--- config.mk ---
export PLATFORM = sky130hd
export DESIGN_NAME = v_ex_stage
export DESIGN_NICKNAME = d
export VERILOG_FILES = /design/src/rtl/v_ex_stage.sv
export SDC_FILE = /design/constraint.sdc
export NUM_CORES = 1
export LEC_CHECK = 0
export CORE_AREA = 2 2 143 250
export CTS_CLUSTER_DIAMETER = 150
export DETAILED_ROUTE_END_ITERATION = 7
export DIE_AREA = 0 0 145 252
export PLACE_DENSITY = 0.87
export SLEW_MARGIN = 20
export SYNTH_ARGS = -nofsm -noshare
export SYNTH_HDL_FRONTEND = slang
export SYNTH_SLANG_ARGS = --single-unit
--- constraint.sdc ---
create_clock -name clk -period 3.8 [get_ports clk]
set_clock_uncertainty 0.15 [all_clocks]
set_input_delay 0.76 -clock clk [delete_from_list [all_inputs] [get_ports clk]]
set_output_delay 0.76 -clock clk [all_outputs]
set_load 0.01 [all_outputs]
--- src/rtl/v_ex_stage.sv ---
// Execute stage of the RV32I pipeline: operand select/forwarding, ALU, branch/jump resolution
// and the EX/MEM output register behind a valid/ready handshake.

// 32-bit ALU; C and V are meaningful only for ADD/SUB and read 0 otherwise.
module v_ex_alu #(
  parameter int unsigned XLEN = 32
) (
  input  logic [3:0]      op_i,
  input  logic [XLEN-1:0] a_i,
  input  logic [XLEN-1:0] b_i,
  output logic [XLEN-1:0] result_c,
  output logic [3:0]      flags_c
);

  localparam int unsigned SHW = 5;
  localparam int unsigned XW  = XLEN + 1;

  localparam logic [3:0] ALU_ADD  = 4'd0;
  localparam logic [3:0] ALU_SUB  = 4'd1;
  localparam logic [3:0] ALU_SLL  = 4'd2;
  localparam logic [3:0] ALU_SLT  = 4'd3;
  localparam logic [3:0] ALU_SLTU = 4'd4;
  localparam logic [3:0] ALU_XOR  = 4'd5;
  localparam logic [3:0] ALU_SRL  = 4'd6;
  localparam logic [3:0] ALU_SRA  = 4'd7;
  localparam logic [3:0] ALU_OR   = 4'd8;
  localparam logic [3:0] ALU_AND  = 4'd9;
  localparam logic [3:0] ALU_PASS = 4'd10;

  logic [XLEN:0]    add_w;
  logic [XLEN:0]    sub_w;
  logic [SHW-1:0]   shamt;
  logic             carry;
  logic             ovf;

  assign shamt = b_i[SHW-1:0];
  assign add_w = {1'b0, a_i} + {1'b0, b_i};
  // Subtract as a + ~b + 1 so C is the "no borrow" carry (C=1 when a >= b unsigned).
  assign sub_w = {1'b0, a_i} + {1'b0, ~b_i} + XW'(1);

  always_comb begin
    result_c = '0;
    carry    = 1'b0;
    ovf      = 1'b0;
    case (op_i)
      ALU_ADD: begin
        result_c = add_w[XLEN-1:0];
        carry    = add_w[XLEN];
        ovf      = (a_i[XLEN-1] == b_i[XLEN-1]) && (add_w[XLEN-1] != a_i[XLEN-1]);
      end
      ALU_SUB: begin
        result_c = sub_w[XLEN-1:0];
        carry    = sub_w[XLEN];
        ovf      = (a_i[XLEN-1] != b_i[XLEN-1]) && (sub_w[XLEN-1] != a_i[XLEN-1]);
      end
      ALU_SLL:  result_c = a_i << shamt;
      ALU_SLT:  result_c = XLEN'($signed(a_i) < $signed(b_i));
      ALU_SLTU: result_c = XLEN'(a_i < b_i);
      ALU_XOR:  result_c = a_i ^ b_i;
      ALU_SRL:  result_c = a_i >> shamt;
      ALU_SRA:  result_c = XLEN'($signed(a_i) >>> shamt);
      ALU_OR:   result_c = a_i | b_i;
      ALU_AND:  result_c = a_i & b_i;
      ALU_PASS: result_c = b_i;
      default:  result_c = '0;
    endcase
    flags_c = {(result_c == '0), result_c[XLEN-1], carry, ovf};
  end

endmodule

module v_ex_stage #(
  parameter int unsigned XLEN       = 32,
  parameter int unsigned REG_ADDR_W = 5
) (
  input  logic                  clk,
  input  logic                  rst_n,
  input  logic                  flush,
  input  logic                  in_valid,
  output logic                  in_ready,
  input  logic [XLEN-1:0]       in_pc,
  input  logic [XLEN-1:0]       in_rs1_data,
  input  logic [XLEN-1:0]       in_rs2_data,
  input  logic [XLEN-1:0]       in_imm,
  input  logic [3:0]            in_alu_op,
  input  logic                  in_a_sel,
  input  logic                  in_b_sel,
  input  logic [1:0]            in_fwd_a,
  input  logic [1:0]            in_fwd_b,
  input  logic [XLEN-1:0]       fwd_exmem,
  input  logic [XLEN-1:0]       fwd_memwb,
  input  logic                  in_br,
  input  logic [2:0]            in_br_f3,
  input  logic                  in_jump,
  input  logic                  in_jalr,
  input  logic [REG_ADDR_W-1:0] in_rd,
  input  logic                  in_reg_we,
  input  logic                  in_mem_rd,
  input  logic                  in_mem_wr,
  output logic                  out_valid,
  input  logic                  out_ready,
  output logic [XLEN-1:0]       out_result,
  output logic [3:0]            out_flags,
  output logic [XLEN-1:0]       out_store,
  output logic [REG_ADDR_W-1:0] out_rd,
  output logic                  out_reg_we,
  output logic                  out_mem_rd,
  output logic                  out_mem_wr,
  output logic                  out_redirect,
  output logic [XLEN-1:0]       out_target
);

  localparam logic [3:0] ALU_SUB = 4'd1;

  logic [XLEN-1:0] rs1_fwd;
  logic [XLEN-1:0] rs2_fwd;
  logic [XLEN-1:0] alu_a;
  logic [XLEN-1:0] alu_b;
  logic [3:0]      alu_op;
  logic [XLEN-1:0] alu_res;
  logic [3:0]      alu_flags;
  logic            br_taken;
  logic            redirect;
  logic [XLEN-1:0] target;
  logic [XLEN-1:0] result;
  logic            accept;

  logic                  valid_q,    valid_d;
  logic                  redirect_q, redirect_d;
  logic [XLEN-1:0]       result_q,   result_d;
  logic [3:0]            flags_q,    flags_d;
  logic [XLEN-1:0]       store_q,    store_d;
  logic [REG_ADDR_W-1:0] rd_q,       rd_d;
  logic                  reg_we_q,   reg_we_d;
  logic                  mem_rd_q,   mem_rd_d;
  logic                  mem_wr_q,   mem_wr_d;
  logic [XLEN-1:0]       target_q,   target_d;

  // Forwarding muxes; code 11 falls back to the register file.
  always_comb begin
    case (in_fwd_a)
      2'b01:   rs1_fwd = fwd_exmem;
      2'b10:   rs1_fwd = fwd_memwb;
      default: rs1_fwd = in_rs1_data;
    endcase
    case (in_fwd_b)
      2'b01:   rs2_fwd = fwd_exmem;
      2'b10:   rs2_fwd = fwd_memwb;
      default: rs2_fwd = in_rs2_data;
    endcase
  end

  // Branches always compare rs1 against rs2 with a subtract, whatever the decode said.
  always_comb begin
    if (in_br) begin
      alu_op = ALU_SUB;
      alu_a  = rs1_fwd;
      alu_b  = rs2_fwd;
    end else begin
      alu_op = in_alu_op;
      alu_a  = in_a_sel ? in_pc  : rs1_fwd;
      alu_b  = in_b_sel ? in_imm : rs2_fwd;
    end
  end

  v_ex_alu #(.XLEN(XLEN)) u_alu (
    .op_i     (alu_op),
    .a_i      (alu_a),
    .b_i      (alu_b),
    .result_c (alu_res),
    .flags_c  (alu_flags)
  );

  // Branch condition from {Z,N,C,V}.
  always_comb begin
    case (in_br_f3)
      3'b000:  br_taken = alu_flags[3];
      3'b001:  br_taken = !alu_flags[3];
      3'b100:  br_taken = alu_flags[2] ^ alu_flags[0];
      3'b101:  br_taken = !(alu_flags[2] ^ alu_flags[0]);
      3'b110:  br_taken = !alu_flags[1];
      3'b111:  br_taken = alu_flags[1];
      default: br_taken = 1'b0;
    endcase
  end

  assign redirect = in_jump | (in_br & br_taken);
  assign target   = in_jalr ? ((rs1_fwd + in_imm) & ~XLEN'(1)) : (in_pc + in_imm);
  assign result   = in_jump ? (in_pc + XLEN'(4)) : alu_res;

  assign in_ready = !valid_q | out_ready;
  assign accept   = in_valid & in_ready & !flush;

  // EX/MEM next state: flush beats accept, accept beats drain, otherwise hold.
  always_comb begin
    valid_d    = valid_q;
    redirect_d = redirect_q;
    result_d   = result_q;
    flags_d    = flags_q;
    store_d    = store_q;
    rd_d       = rd_q;
    reg_we_d   = reg_we_q;
    mem_rd_d   = mem_rd_q;
    mem_wr_d   = mem_wr_q;
    target_d   = target_q;
    if (flush) begin
      valid_d    = 1'b0;
      redirect_d = 1'b0;
    end else if (accept) begin
      valid_d    = 1'b1;
      redirect_d = redirect;
      result_d   = result;
      flags_d    = alu_flags;
      store_d    = rs2_fwd;
      rd_d       = in_rd;
      reg_we_d   = in_reg_we & (in_rd != '0);
      mem_rd_d   = in_mem_rd;
      mem_wr_d   = in_mem_wr;
      target_d   = target;
    end else if (out_ready) begin
      valid_d = 1'b0;
    end
  end

  always_ff @(posedge clk or negedge rst_n) begin
    if (!rst_n) begin
      valid_q    <= 1'b0;
      redirect_q <= 1'b0;
      result_q   <= '0;
      flags_q    <= '0;
      store_q    <= '0;
      rd_q       <= '0;
      reg_we_q   <= 1'b0;
      mem_rd_q   <= 1'b0;
      mem_wr_q   <= 1'b0;
      target_q   <= '0;
    end else begin
      valid_q    <= valid_d;
      redirect_q <= redirect_d;
      result_q   <= result_d;
      flags_q    <= flags_d;
      store_q    <= store_d;
      rd_q       <= rd_d;
      reg_we_q   <= reg_we_d;
      mem_rd_q   <= mem_rd_d;
      mem_wr_q   <= mem_wr_d;
      target_q   <= target_d;
    end
  end

  assign out_valid    = valid_q;
  assign out_redirect = redirect_q;
  assign out_result   = result_q;
  assign out_flags    = flags_q;
  assign out_store    = store_q;
  assign out_rd       = rd_q;
  assign out_reg_we   = reg_we_q;
  assign out_mem_rd   = mem_rd_q;
  assign out_mem_wr   = mem_wr_q;
  assign out_target   = target_q;

endmodule

==> reports/results.tsv, run 1 <==
stage	metric	value	unit
status	status	aborted with a tool error	
status	failing step	clock tree synthesis (4_1_cts)	
status	Error	[ERROR DPL-0038] Utilization greater than 100%, impossible to legalize	
yosys	area leader, netlist	dfrtp_1	
floorplan	Initial Utilization	59.5	%
clocking	CTS buffer count	9	
yosys	synth top area cells	dfrtp_1 13%, ha_1 10%, mux2i_1 5.9%, o21ai_0 5.7%, nand2_1 5.6%	
yosys	Distinct cells, synth	108	
placed_design	placed cell count	4334	
yosys	Syn Area/Cell	7.30	um2
clocking	Root Driver	clkbuf_16	
placed_design	Post-Place Setup Slack	-3.51	ns
floorplan	Top Ports	332	
yosys	Synth Register Bits	110	
yosys	Syn. warnings	0	
clocking	CTS sink cnt	110	
yosys	Post-Syn Area	20400	um2
yosys	Seq/Total Area, Yosys	13.5	%
placed_design	DPL Wire Length	114000	um
placed_design	Routability Congestion	1.46	
floorplan	die width	145	um
clocking	Setup Fix Bufs, Post-CTS	111	
clocking	H-tree Lvls	3	
yosys	top-area cell type share of the netlist area	13.5	%
clocking	hold buffer count at CTS	0	
yosys	Post-synth EDFFs	0	
clocking	CTS resizes	619	
yosys	main flop type after synthesis	dfrtp_1	
placed_design	Area after DPL	31000	um2
yosys	Async SR Flop Fraction	100	%
floorplan	Die Height	252	um
floorplan	row count	90	
placed_design	IO buf count	331	
yosys	net count of the mapped netlist	3188	
yosys	Mapped Cells	2800	
clocking	CTS Buffer Depth	2	
cells by family after synthesis:
group                      count (synthesis)  share of synthesized area, %
AOI/OAI and AO/OA                        970                          33.3
xor gates and xnor gates                  79                          3.38
adders and majority gates                167                          10.4
buffers and inverters                    327                          7.14
DFF                                      110                          13.5
muxes                                    180                          10.0
and+or+nand+nor                          967                          22.3
synth_stat cells (all sizes together), types with 12 or more instances:
master   count
xnor2       47
a221o       47
nor2b       44
o21ai      244
or2         16
a21o        33
xor2        32
inv        134
a21oi      178
o2111ai     15
o21a        21
nor3        61
o22ai       27
ha         163
mux4        12
a2111oi     23
clkbuf     106
and2        24
a31oi       36
nand2      307
o21bai      19
a211o       13
mux2i      127
nand3       62
nor4        12
nand2b      25
nor2       283
or3         25
mux2        41
o211ai      35
and3        19
nand4       22
a22oi       15
a211oi      36
o221ai      20
buf         87
a221oi      60
dfrtp      110
o31ai       45
nand3b      35
metrics by stage:
| step | TNS (ns) | hold slack (ns) | utilization [%] |
|---|---|---|---|
| 2_1_floorplan | -46.67 | 0.314 | - |
| 3_3_place_gp | -113.15 | 0.304 | 90.2 |
| 3_5_place_dp | -131.87 | 0.332 | 90.2 |
==> run 2: changes to the inputs <==
==> config.mk (replaced) <==
export PLATFORM = sky130hd
export DESIGN_NAME = v_ex_stage
export DESIGN_NICKNAME = d
export VERILOG_FILES = /design/src/rtl/v_ex_stage.sv
export SDC_FILE = /design/constraint.sdc
export NUM_CORES = 1
export LEC_CHECK = 0
export CORE_AREA = 2 2 230 232
export DETAILED_ROUTE_END_ITERATION = 7
export DIE_AREA = 0 0 232 234
export PLACE_DENSITY_LB_ADDON = 0.15
export SLEW_MARGIN = 20
export SYNTH_ARGS = -nofsm -noshare
export SYNTH_HDL_FRONTEND = slang
export SYNTH_SLANG_ARGS = --single-unit
==> reports/results.tsv, run 2 <==
stage	metric	value	unit
routing	Iter 0 DRT Violations	3307	
routing	vias	30363	
timing	Hold Fails Final Rpt	0	
yosys	most common cell in the netlist	nand2_1	
cells_and_area	Post-Layout Cell Count	4786	
routing	# DRC	0	
cells_and_area	Fillers	4109	
power_and_ir_drop	P_leak	16.4	nW
critical_path	Setup CP Type	in2reg	
placed_design	placed cell count	4619	
floorplan	Core Region	52000	um2
power_and_ir_drop	Internal	0.00733	W
cells_and_area	Layout area overhead	80.8	%
yosys	Distinct cells, synth	108	
floorplan	row count	84	
yosys	top-area cell type share of the netlist area	13.5	%
status	status	finished, violations left	
floorplan	die area	54300	um2
yosys	Syn. warnings	0	
cells_and_area	layout cells sized above 1	41.6	%
yosys	main flop type after synthesis	dfrtp_1	
timing	Least-Margin Pin Slew	0.882	ns
placed_design	Routability Congestion	1.11	
grt	largest net degree at the start of global routing	87	
critical_path	CP Cell Sequence	clkdlybuf4s50_1, a221o_1, a31oi_4, inv_2, ha_4, nor2b_4, o31a_1, o41ai_4, buf_4, buf_4, a21oi_2, or2_4, a21o_1, nand2_1, nand4_1, or3_1, nor4_2, buf_4, nand4_1, and4bb_1, nand4b_1, a31oi_1, nand2b_1	
power_and_ir_drop	Power Dens Cells	376	nW/um2
floorplan	Initial Utilization	39.3	%
power_and_ir_drop	VDD IR max	296	uV
power_and_ir_drop	clock power share	7.4	%
yosys	area share of fa/ha/maj cells after synthesis	10.4	%
yosys	Synth Area in Simple Gates	22.3	%
yosys	post-synthesis xor/xnor area fraction	3.38	%
clocking	TritonCTS clock tree	yes	
yosys	Syn Area/Cell	7.30	um2
cells_and_area	final net count	4480	
clocking	clk slew on worst S/H paths	0.08	ns
grt	first-pass GRT wire length	188000	um
yosys	Post-Syn Area	20400	um2
critical_path	CP peak stage delay	0.53	ns
yosys	Synth Register Bits	110	
routing	router iterations before antenna repair	7	
clocking	clock insertion delay at the later pin of the skew report	0.40	ns
critical_path	CP Max Fanout	3	
grt	vias in the first global route	30074	
routing	via/cell ratio	6.34	
timing	Final Max Slew Viols	0	
yosys	net count of the mapped netlist	3188	
routing	post-DR wirelength/cell	27.1	um
clocking	CTS sink cnt	110	
yosys	Seq/Total Area, Yosys	13.5	%
critical_path	CP required	3.94	ns
grt	antenna violations before repair	7	
placed_design	IO buf count	331	
power_and_ir_drop	Reg power frac	11.6	%
clocking	CTS Buffer Depth	2	
timing	Finish-stage setup viols	58	
cells_and_area	most frequent cells in the layout	1,007 x buf_4, 307 x clkdlybuf4s50_1, 305 x nand2_1	
timing	Slew headroom	41.2	%
cells_and_area	most common cell after layout, fill and taps aside	buf_4	
yosys	synth top area cells	dfrtp_1 13%, ha_1 10%, mux2i_1 5.9%, o21ai_0 5.7%, nand2_1 5.6%	
yosys	Async SR Flop Fraction	100	%
routing	Routed Antenna Nets	0	
timing	setup ws final	-1.98	ns
yosys	Mapped Cells	2800	
timing	period utilisation layout	152	%
floorplan	Die Height	234	um
critical_path	Setup crit end kind	flop	
yosys	compound-cell area share of the yosys netlist	33.3	%
critical_path	Worst setup SP type	primary input	
job	MaxCap Viol Count	0	
placed_design	Post-Place Setup Slack	-3.04	ns
timing	Final Critical Period	5.78	ns
critical_path	kind of cell adding the most delay to the critical path	simple AND/OR/NAND/NOR gates	
timing	RSZ-0062 raised after global routing	yes	
floorplan	Top Ports	332	
min_path	Hold Crit Class	in2async	
critical_path	crit path buf inv count	5	
critical_path	Slowest-stage cell, CP	clkdlybuf4s50_1	
clocking	CTS buffer count	9	
grt	grt ovf	0	
yosys	Commonest cells post-synth	307 x nand2_1, 283 x nor2_1, 233 x o21ai_0	
yosys	Post-synth EDFFs	0	
floorplan	die width	232	um
power_and_ir_drop	combinational share of power	81.0	%
yosys	mux cell area share after synthesis	10.0	%
status	failing checks	setup timing	
power_and_ir_drop	Sw Ratio	47.2	%
power_and_ir_drop	P_sw	0.00657	W
routing	WL final	130000	um
clocking	Root Driver	clkbuf_16	
yosys	area leader, netlist	dfrtp_1	
grt	GRT Util Overall	46.0	%
critical_path	critical path arrival	5.91	ns
placed_design	DPL Wire Length	99600	um
yosys	largest family of logic cells by synthesized area	compound AO/OA/AOI/OAI gates	
clocking	H-tree Lvls	3	
critical_path	Top cell by count, worst path	buf_4	
timing	FMAX	173	MHz
## run 2: area by class of cell
| type | instances | area, um2 | area share (%) |
|---|---|---|---|
| Antenna cell | 1 | 2.50 | 0.00677 |
| Clock buffer | 9 | 225 | 0.609 |
| Clock inverter | 7 | 67.6 | 0.183 |
| Inverter | 134 | 531 | 1.43 |
| Multi-Input combinational cell | 2363 | 19600 | 53.0 |
| Sequential cell | 110 | 2750 | 7.45 |
| Tap cell | 688 | 861 | 2.33 |
| Timing Repair Buffer | 1474 | 13000 | 35.0 |
## run 2: logic make-up after synthesis
logic type               Yosys count
buffers and inverters            327
adder cells (fa/ha/maj)          167
multiplexers                     180
AND/OR/NAND/NOR                  967
AO/OA/AOI/OAI                    970
flip-flops                       110
XOR/XNOR                          79
## run 2: what timing repair did
| item | in CTS | in global routing |
|---|---|---|
| buffers inserted | 121 | 55 |
| gates resized for setup | 572 | 198 |
| pin swaps | 203 | 156 |
| setup endpoints to repair | 63 | 61 |
| cloned | 9 | 2 |
| hold buffers | 0 | 0 |
## run 2: per-layer routing
layer	routed length, um	track usage [%]
met1	48100	54.1
met2	55100	70.9
met4	11600	31.4
met3	14800	15.5
met5	258	1.25
## run 2: power by group through the flow
stage / combinational, W / clock, W / sequential [W]
final: 0.0113 / 0.00103 / 0.00161
after global routing: 0.0117 / 0.00108 / 0.00163
after CTS: 0.0102 / 0.00102 / 0.00160
after detailed placement: 0.00889 / 0 / 0.00162
after global placement: 0.00878 / 0 / 0.00161
after floorplan: 0.00401 / 0 / 0.00171
## run 2: worst reg2reg max path: stages, from the launching register on
cell and delay, ns:
dfrtp_1 0.38, nand2b_1 0.15, nand2_1 0.14, or2_4 0.38
nor2_1 0.24, inv_1 0.16, nor4_1 0.38, a311o_1 0.17
## run 2: through the flow
stage	cell area (um2)	util, %	TNS (ns)	hold WS, ns	total power [W]
floorplan	21000	-	-46.67	0.314	0.00572
global placement	31800	61.2	-113.87	0.305	0.0104
detailed placement	31800	61.2	-117.48	0.312	0.0105
CTS	35700	68.6	-42.55	0.282	0.0129
global route	37000	71.1	-57.48	0.296	0.0144
finish	37000	71.1	-51.94	0.242	0.0139
## run 2: path summary, 6_finish.rpt
kind	startpoint	to	slack [ns]	cells past startpoint
worst max-delay path	fwd_exmem[1]	out_redirect$_DFFE_PN0P_	-1.98	23
worst min-delay path	rst_n	out_target[4]$_DFFE_PN0P_	0.24	1
worst max register to register	out_valid$_DFFE_PN0P_	out_target[31]$_DFFE_PN0P_	1.58	7
worst min register to register	out_mem_rd$_DFFE_PN0P_	out_mem_rd$_DFFE_PN0P_	0.33	2
max in group asynchronous	rst_n	out_result[20]$_DFFE_PN0P_	2.39	2
min in group clk	out_mem_rd$_DFFE_PN0P_	out_mem_rd$_DFFE_PN0P_	0.33	2
(Power assumes the default switching activity.)
==> run 3: changes to the inputs <==
--- a/config.mk
+++ b/config.mk
@@ -5,6 +5,7 @@
 export SDC_FILE = /design/constraint.sdc
 export NUM_CORES = 1
 export LEC_CHECK = 0
+export CAP_MARGIN = 10
 export CORE_AREA = 2 2 230 232
 export DETAILED_ROUTE_END_ITERATION = 7
 export DIE_AREA = 0 0 232 234
==> results of run 3 <==
Final layout, timing and power as in run 2 (identical DEF).
==> RTL edit: new RTL, config.mk and constraints of run 2 <==
`XLEN` is set to 32 in 2 places; all go to 16.
--- a/src/rtl/v_ex_stage.sv
+++ b/src/rtl/v_ex_stage.sv
@@ -4,5 +4,5 @@
 // 32-bit ALU; C and V are meaningful only for ADD/SUB and read 0 otherwise.
 module v_ex_alu #(
-  parameter int unsigned XLEN = 32
+  parameter int unsigned XLEN = 16
 ) (
   input  logic [3:0]      op_i,
@@ -71,5 +71,5 @@
 
 module v_ex_stage #(
-  parameter int unsigned XLEN       = 32,
+  parameter int unsigned XLEN       = 16,
   parameter int unsigned REG_ADDR_W = 5
 ) (
Ports: changed (9 resized); port bits go from 332 to 188. No check against the original RTL was run, so the function may have changed too.
==> RTL edit against run 2 <==
Synthesized area shrank 54%; non-clock buffer count fell by 774; the run still ends with negative setup slack left; final cell count down 45%; cell area is 51% lower; sequential cell count is 48 lower; largest power group unchanged; via count shrank 59%; highest routed layer is now met4; worst setup slack better by 0.89 ns; first-iteration DRC count down 75%; power shrank 53%; sequential power decreased by 45%; worst hold slack got worse by 0.19 ns; wire length shrank 54%; largest cell class unchanged.
==> RTL edit: results (changes against run 2) <==
status complete, but fails checks; failing checks negative setup slack; Final WS setup -1.082 ns (+0.8942 ns); Clock buf/inv share 0.01698 (+0.009060); pre-CTS WS -2.249 ns (+0.7912 ns); Slowest cell on crit path or4_4; setup slack, reg-to-reg 1.85 ns (+0.27 ns); share of cells above drive strength 1 0.4201 (+0.004210); Slew @ Worst Pin 1.124 ns (+0.2423 ns); final setup vio count 24 (-59%); Reg clk slew, reported paths 0.06 ns (-0.02 ns); Non-clock buffering overhead 0.3358 (-0.01465); GPL Wtd Cong 0.9959 (-10%); mux contribution to synthesized area 0.06845 (-0.03160); HPWL Detailed 48790 microns (-51%); Critical Path Max Stage Delay 0.57 ns (+0.04 ns); Placement Cell Area 15500 sq um (-51%); Port Buffer Count 187 (-44%); # nets final 2135 (-52%); Worst Setup SP in_fwd_b[0]; bufs w/o clock 700 (-53%); inverters 68 (-49%); # diodes 0 (-1); crit path DAT 4.98 ns (-0.93 ns); FF+latch count, synth 62 (-44%); Static Leak 7.922 nW (-52%); largest net degree at the start of global routing 55 (-37%); multi-input combinational area share 0.4984 (-0.03113); Largest delay share family, worst path compound AO/OA/AOI/OAI gates; Critical Path Fanout Max 7 (+4); Core Util, Final 0.3485 (-0.3622); GR Util met3 0.02067 (-0.1346); gr usage total 0.2150 (-0.2454); sequential share of the synthesized area 0.1638 (+0.02923); via count of the first global-routing pass 12720 (-58%); FILL cells 5453 (+33%); first-pass GRT wire length 85970 microns (-54%); Reg2Reg Depth 5 (-2); Pre-Repair DR Iteration Count 5 (-2); initial antenna violation count 0 (-7); syn nets 1509 (-53%); met2 GRT Util 0.3824 (-0.3270); met1 Track Usage GR 0.2787 (-0.2618); sequential share of cell area 0.08558 (+0.01113); Synth Area in XOR/XNOR 0.04440 (+0.01056)
## RTL edit: cell count changes in the layout (fill, tap and decap cells not counted), sizes merged, moves of 36 or more
cell / run 2 / this run
mux2i: 127 / 46
a21oi: 178 / 77
inv: 136 / 68
o21ai: 244 / 132
clkdlybuf4s50: 307 / 165
dfrtp: 110 / 62
ha: 163 / 83
nor3: 61 / 24
buf: 1149 / 518
nor2: 283 / 102
nand2: 307 / 175
nand3: 62 / 26
## RTL edit: power by group
group / internal (W) / total, W / switching (W)
Sequential: 0.000796 / 0.000887 / 0.0000912
Combinational: 0.00243 / 0.00480 / 0.00236
Clock: 0.000529 / 0.000891 / 0.000363
Total: 0.00376 / 0.00658 / 0.00282
## RTL edit: per-layer routing
metal | up-vias | wire length [microns]
met4 | 0 | 1527
met5 | - | 0
met2 | 327 | 28630
li1 | 6021 | -
met3 | 67 | 2598
met1 | 6129 | 26400
